$ cat config.mk
export PLATFORM = sky130hd
export DESIGN_NAME = multicycle_control_fsm
export DESIGN_NICKNAME = d
export VERILOG_FILES = /design/src/rtl/multicycle_control_fsm.sv
export SDC_FILE = /design/constraint.sdc
export NUM_CORES = 1
export LEC_CHECK = 0
export BUFFER_PORTS_ARGS = -buffer_cell sky130_fd_sc_hd__buf_2
export CAP_MARGIN = 20
export CORE_MARGIN = 8
export CORE_UTILIZATION = 35
export CTS_BUF_LIST = sky130_fd_sc_hd__clkbuf_8
export DETAILED_ROUTE_END_ITERATION = 10
export PLACE_DENSITY = 0.71
export SLEW_MARGIN = 25
export SYNTH_ARGS = -nofsm -noshare
export SYNTH_HDL_FRONTEND = slang
export SYNTH_SLANG_ARGS = --single-unit
$ cat constraint.sdc
create_clock -name clk -period 1.45 [get_ports clk]
set_input_delay 0.0725 -clock clk [delete_from_list [all_inputs] [get_ports clk]]
set_output_delay 0.0725 -clock clk [all_outputs]
set_load 0.02 [all_outputs]
$ cat src/rtl/multicycle_control_fsm.sv
// Control FSM for the multicycle RV32I datapath: one state per cycle, outputs decoded from state.
// Optional CTRL_FETCH_WAIT_EN inserts a FETCH_WAIT state ahead of every FETCH for synchronous imem latency.
module multicycle_control_fsm #(
`ifdef CTRL_FETCH_WAIT_EN
    parameter int unsigned STATE_W = 5
`else
    parameter int unsigned STATE_W = 4
`endif
) (
    input  logic               clk,
    input  logic               reset,
    input  logic [6:0]         op_code,
    input  logic [2:0]         funct3,
    input  logic [6:0]         funct7,
    input  logic               Zero,
    output logic               adr_src,
    output logic               mem_write,
    output logic               IR_write,
    output logic               reg_write,
    output logic               PC_write,
    output logic [1:0]         result_src,
    output logic [1:0]         alu_src_a,
    output logic [1:0]         alu_src_b,
    output logic [2:0]         imm_src,
    output logic [3:0]         alu_control,
    output logic               illegal,
    output logic [STATE_W-1:0] state_dbg
);

    localparam logic [6:0] OP_LOAD  = 7'b0000011;
    localparam logic [6:0] OP_STORE = 7'b0100011;
    localparam logic [6:0] OP_R     = 7'b0110011;
    localparam logic [6:0] OP_I     = 7'b0010011;
    localparam logic [6:0] OP_BR    = 7'b1100011;
    localparam logic [6:0] OP_JAL   = 7'b1101111;
    localparam logic [6:0] OP_JALR  = 7'b1100111;
    localparam logic [6:0] OP_LUI   = 7'b0110111;
    localparam logic [6:0] OP_AUIPC = 7'b0010111;

    localparam logic [2:0] IMM_I = 3'b000;
    localparam logic [2:0] IMM_S = 3'b001;
    localparam logic [2:0] IMM_B = 3'b010;
    localparam logic [2:0] IMM_J = 3'b011;
    localparam logic [2:0] IMM_U = 3'b100;

    localparam logic [3:0] ALU_ADD   = 4'b0000;
    localparam logic [3:0] ALU_SUB   = 4'b0001;
    localparam logic [3:0] ALU_AND   = 4'b0010;
    localparam logic [3:0] ALU_OR    = 4'b0011;
    localparam logic [3:0] ALU_XOR   = 4'b0100;
    localparam logic [3:0] ALU_SLL   = 4'b0101;
    localparam logic [3:0] ALU_SRL   = 4'b0110;
    localparam logic [3:0] ALU_SRA   = 4'b0111;
    localparam logic [3:0] ALU_SLT   = 4'b1000;
    localparam logic [3:0] ALU_SLTU  = 4'b1001;
    localparam logic [3:0] ALU_PASSB = 4'b1010;

    typedef enum logic [STATE_W-1:0] {
        S_FETCH      = STATE_W'(0),
        S_DECODE     = STATE_W'(1),
        S_MEMADR     = STATE_W'(2),
        S_MEMREAD    = STATE_W'(3),
        S_MEMWB      = STATE_W'(4),
        S_MEMWRITE   = STATE_W'(5),
        S_EXEC_R     = STATE_W'(6),
        S_EXEC_I     = STATE_W'(7),
        S_ALUWB      = STATE_W'(8),
        S_BRANCH     = STATE_W'(9),
        S_JAL        = STATE_W'(10),
        S_JALR_ADR   = STATE_W'(11),
        S_JALR_PC    = STATE_W'(12),
        S_LUI        = STATE_W'(13),
        S_AUIPC      = STATE_W'(14),
`ifdef CTRL_FETCH_WAIT_EN
        S_TRAP       = STATE_W'(15),
        S_FETCH_WAIT = STATE_W'(16)
`else
        S_TRAP       = STATE_W'(15)
`endif
    } state_t;

`ifdef CTRL_FETCH_WAIT_EN
    localparam state_t S_NEXT_FETCH = S_FETCH_WAIT;
`else
    localparam state_t S_NEXT_FETCH = S_FETCH;
`endif

    state_t state_q;
    state_t state_d;

    logic unused_funct7;
    assign unused_funct7 = ^{funct7[6], funct7[4:0]};

    // Shared R/I op map; alt selects SUB at 000 and SRA at 101.
    function automatic logic [3:0] arith_op(input logic [2:0] f3, input logic alt);
        logic [3:0] op;
        case (f3)
            3'b000:  op = alt ? ALU_SUB : ALU_ADD;
            3'b001:  op = ALU_SLL;
            3'b010:  op = ALU_SLT;
            3'b011:  op = ALU_SLTU;
            3'b100:  op = ALU_XOR;
            3'b101:  op = alt ? ALU_SRA : ALU_SRL;
            3'b110:  op = ALU_OR;
            default: op = ALU_AND;
        endcase
        return op;
    endfunction

    always_ff @(posedge clk) begin
        if (reset) state_q <= S_NEXT_FETCH;
        else       state_q <= state_d;
    end

    always_comb begin
        state_d     = state_q;
        adr_src     = 1'b0;
        mem_write   = 1'b0;
        IR_write    = 1'b0;
        reg_write   = 1'b0;
        PC_write    = 1'b0;
        result_src  = 2'd0;
        alu_src_a   = 2'd0;
        alu_src_b   = 2'd0;
        imm_src     = IMM_I;
        alu_control = ALU_ADD;
        illegal     = 1'b0;

        case (state_q)
            S_FETCH: begin
                IR_write   = 1'b1;
                PC_write   = 1'b1;
                result_src = 2'd2;
                alu_src_b  = 2'd2;
                state_d    = S_DECODE;
            end
            S_DECODE: begin
                // Branch/JAL target precomputed into ALU_out from old_PC + imm.
                alu_src_a = 2'd1;
                alu_src_b = 2'd1;
                imm_src   = (op_code == OP_JAL) ? IMM_J : IMM_B;
                case (op_code)
                    OP_LOAD, OP_STORE: state_d = S_MEMADR;
                    OP_R:              state_d = S_EXEC_R;
                    OP_I:              state_d = S_EXEC_I;
                    OP_BR:             state_d = S_BRANCH;
                    OP_JAL:            state_d = S_JAL;
                    OP_JALR:           state_d = S_JALR_ADR;
                    OP_LUI:            state_d = S_LUI;
                    OP_AUIPC:          state_d = S_AUIPC;
                    default:           state_d = S_TRAP;
                endcase
            end
            S_MEMADR: begin
                alu_src_a = 2'd2;
                alu_src_b = 2'd1;
                imm_src   = (op_code == OP_STORE) ? IMM_S : IMM_I;
                state_d   = (op_code == OP_STORE) ? S_MEMWRITE : S_MEMREAD;
            end
            S_MEMREAD: begin
                adr_src = 1'b1;
                state_d = S_MEMWB;
            end
            S_MEMWB: begin
                result_src = 2'd1;
                reg_write  = 1'b1;
                state_d    = S_NEXT_FETCH;
            end
            S_MEMWRITE: begin
                adr_src   = 1'b1;
                mem_write = 1'b1;
                state_d   = S_NEXT_FETCH;
            end
            S_EXEC_R: begin
                alu_src_a   = 2'd2;
                alu_control = arith_op(funct3, funct7[5]);
                state_d     = S_ALUWB;
            end
            S_EXEC_I: begin
                alu_src_a   = 2'd2;
                alu_src_b   = 2'd1;
                alu_control = arith_op(funct3, funct7[5] && (funct3 != 3'b000));
                state_d     = S_ALUWB;
            end
            S_ALUWB: begin
                reg_write = 1'b1;
                state_d   = S_NEXT_FETCH;
            end
            S_BRANCH: begin
                alu_src_a = 2'd2;
                state_d   = S_NEXT_FETCH;
                case (funct3)
                    3'b000: begin alu_control = ALU_SUB;  PC_write = Zero;  end
                    3'b001: begin alu_control = ALU_SUB;  PC_write = !Zero; end
                    3'b100: begin alu_control = ALU_SLT;  PC_write = !Zero; end
                    3'b101: begin alu_control = ALU_SLT;  PC_write = Zero;  end
                    3'b110: begin alu_control = ALU_SLTU; PC_write = !Zero; end
                    3'b111: begin alu_control = ALU_SLTU; PC_write = Zero;  end
                    default: state_d = S_TRAP;
                endcase
            end
            S_JAL: begin
                alu_src_a = 2'd1;
                alu_src_b = 2'd2;
                PC_write  = 1'b1;
                state_d   = S_ALUWB;
            end
            S_JALR_ADR: begin
                alu_src_a = 2'd2;
                alu_src_b = 2'd1;
                state_d   = S_JALR_PC;
            end
            S_JALR_PC: begin
                // PC takes rs1+imm from ALU_out while the ALU forms the link value.
                alu_src_a = 2'd1;
                alu_src_b = 2'd2;
                PC_write  = 1'b1;
                state_d   = S_ALUWB;
            end
            S_LUI: begin
                alu_src_b   = 2'd1;
                imm_src     = IMM_U;
                alu_control = ALU_PASSB;
                state_d     = S_ALUWB;
            end
            S_AUIPC: begin
                alu_src_a = 2'd1;
                alu_src_b = 2'd1;
                imm_src   = IMM_U;
                state_d   = S_ALUWB;
            end
            S_TRAP: begin
                illegal = 1'b1;
            end
`ifdef CTRL_FETCH_WAIT_EN
            S_FETCH_WAIT: begin
                state_d = S_FETCH;
            end
`endif
            default: state_d = S_NEXT_FETCH;
        endcase
    end

    assign state_dbg = state_q;

endmodule

==> results.md <==
- # DRC: 0
- Post-Syn Area: 708.2 um^2
- Failing checks: setup timing
- Biggest area consumer among synthesized cells: dfxtp_1
- EDFF count, synth: 0
- Commonest non-fill, non-tap cell in the layout: buf_2
- Hold path start: reset
- Max reg flops: 4
- Reg-to-Reg End: state_dbg[0]
- Number of synthesis warnings: 0
- Critical path type: flop to primary output
- Number of fillers in the final layout: 202
- Vias in the first global route: 891
- Die Wd: 60.98 um
- Layout cell share with drive strength beyond 1: 51.30%
- Cell area after layout: 0.001185 mm^2
- WP data arrival: 1.45 ns
- Synth Instances: 107
- Syn-to-layout area delta: 67.32%
- Tcrit/Tclk final: 105.2%
- Io pins: 43
- Number of buffers added on ports: 36
- Reg2reg start: state_dbg[2]
- Avg Cell Area, Syn: 6.618 um^2
- Yosys top cell area share: 11.31%
- WHS: 0.05812 ns
- Initial Utilization: 36.47%
- Post-DRT Antenna Nets: 0
- Root Buffer: clkbuf_8
- CTS buffer count: 3
- Core area: 0.001942 mm^2
- Req. time, crit path: 1.38 ns
- Crit path time final: 1.525 ns
- Clock Path Buffers: 2
- Die H: 60.98 um
- Setup WS pre-CTS: 0.01927 ns
- Setup ws final: -0.07511 ns
- Clock Sinks: 4
- Fmax: 655.7 MHz
- DRT Wirelength: 2.374 mm
- Worst VDD drop: 0.001211 V
- Via Count: 920
- Mapped Nets: 127
- Overall routing resource usage: 12.62%
- Slew @ Worst Pin: 0.2649 ns
- Predominant post-synthesis flop cell: dfxtp_1
- Relative slew margins: 82.16%
- Setup TNS: -0.1127 ns
- Hold depth: 2
- CTS tree: done
- Cell Area, Placed: 0.001012 mm^2
- Worst-path clk slew: 0.03 ns
- Worst Reg-to-Reg Cells: 5
- Commonest cells after routing, fill and taps aside: buf_2, buf_4, nand2_1
- Remaining Overflow, GRT: 0
- Synth Register Bits: 4
- Starting DRT DRC Count: 19
- Post-synth ARST share: 0%
- Row Count: 16
- Skew-Pair Late Insertion Delay: 0.22 ns
- Power per cell area: 2212 mW/mm^2
- DR WL/cell: 13.12 um
- Htree depth: 1
- Hold Path Sink: state_dbg[0]
- RSZ-0062 raised after global routing: yes
- Vias per inst: 5.083
- Post-DP HPWL: 1.807 mm
- GP Congestion: 0.7920
- Final hold viol count: 0
- Pins Over Slew Limit: 0
- Status: complete, but fails checks
- Area contributors post-synth: dfxtp_1, nand2b_1, a21oi_1
- Initial antenna violation count: 0
- Setup crit end kind: primary output
- Reg2Reg Setup Slack: 0.05 ns
- Leakage: 0.5946 nW
- Router iterations before antenna repair: 4
- First-pass GRT wire length: 3.691 mm
- Antenna Diode Count: 0
- Largest net degree at the start of global routing: 12
- Library cells used by synthesis: 45
- Setup crit start kind: flop
- Die area: 0.003719 mm^2
- Register area share after synthesis: 11.31%
- Hold crit path type: primary input to flop
- Final Skew: 0.001921 ns
- Design Power: 2.621 mW
- Crit-path max FO: 4
- Max-Cap Viols: 0
- Final nets: 176
- Setup violators final: 2
## layer usage
metal	up-vias	routed length [um]	share of wire, %	track usage (%)
met5	-	0	0	0
met2	31	1207	51	23.23
met1	405	951	40	13.36
li1	482	-	-	-
met4	0	16	0.67	4.319
met3	2	198	8.3	3.390
## cell type report
type	count	area (um^2)	area share, %
multi-input cells	88	656.9	55.44
flip-flops and latches	4	92.59	7.814
repair buffers	53	337.8	28.51
clock buffers	3	41.29	3.485
inverters	6	22.52	1.901
well taps	27	33.78	2.851
## cell families (layout without fill, tap and decap cells)
family,Yosys count,count (layout),synth area share (%)
AOI/OAI and AO/OA,33,33,31.98
xor gates and xnor gates,4,4,4.948
buffers and inverters,15,62,10.42
DFF,4,4,11.31
muxes,1,1,1.413
and+or+nand+nor,50,50,39.93
## worst max-delay path, cell delays in order, from the launching register on
cell and delay (ns):
dfxtp_2 0.33, buf_6 0.12, nand4bb_1 0.19, buf_4 0.17, o21ai_0 0.11, a31o_1 0.20, buf_6 0.12
## synthesized netlist by cell type, types with 2 or more instances
cell,instances
nor3_1,5
nand3_1,2
clkbuf_1,2
dfxtp_1,4
nor2b_1,3
o311a_1,2
nor2_1,7
nand2b_1,8
o22ai_1,2
nand3b_1,3
o21ai_1,3
a31o_1,2
buf_2,5
inv_1,5
and3_1,2
o21ai_0,5
nand2_1,10
a21oi_1,8
xnor2_1,2
xor2_1,2
## worst max path at each step
stage                      start        endpoint  slack, ns  depth (start not counted)
floorplan           state_dbg[3]    alu_src_b[1]      -0.03                          5
global placement    state_dbg[3]    state_dbg[0]       0.03                          5
finish              state_dbg[2]  alu_control[0]      -0.08                          6
detailed placement  state_dbg[3]    state_dbg[0]       0.02                          5
global route        state_dbg[0]  alu_control[0]      -0.15                          6
CTS                 state_dbg[2]  alu_control[0]      -0.03                          6
## report_power, final
part	internal [mW]	switching, mW	leakage [nW]
registers	0.189	0.115	0.0353
clock network	0.177	0.0591	0.0216
logic	0.935	1.15	0.538
total	1.30	1.32	0.595
## stage by stage
stage | util (%) | cells
after floorplan | - | 107
after global placement | 52.13 | 173
after detailed placement | 52.13 | 173
after CTS | 58.25 | 180
after global routing | 61.02 | 181
final | 61.02 | 181
## timing repair
item                       in CTS  in global routing
setup buffers                   4                  1
pin swaps                       3                  3
cloned                          0                  0
gates resized for setup        14                 13
hold buffers                    0                  0
setup endpoints to repair       9                 11
(Power assumes the default switching activity.)
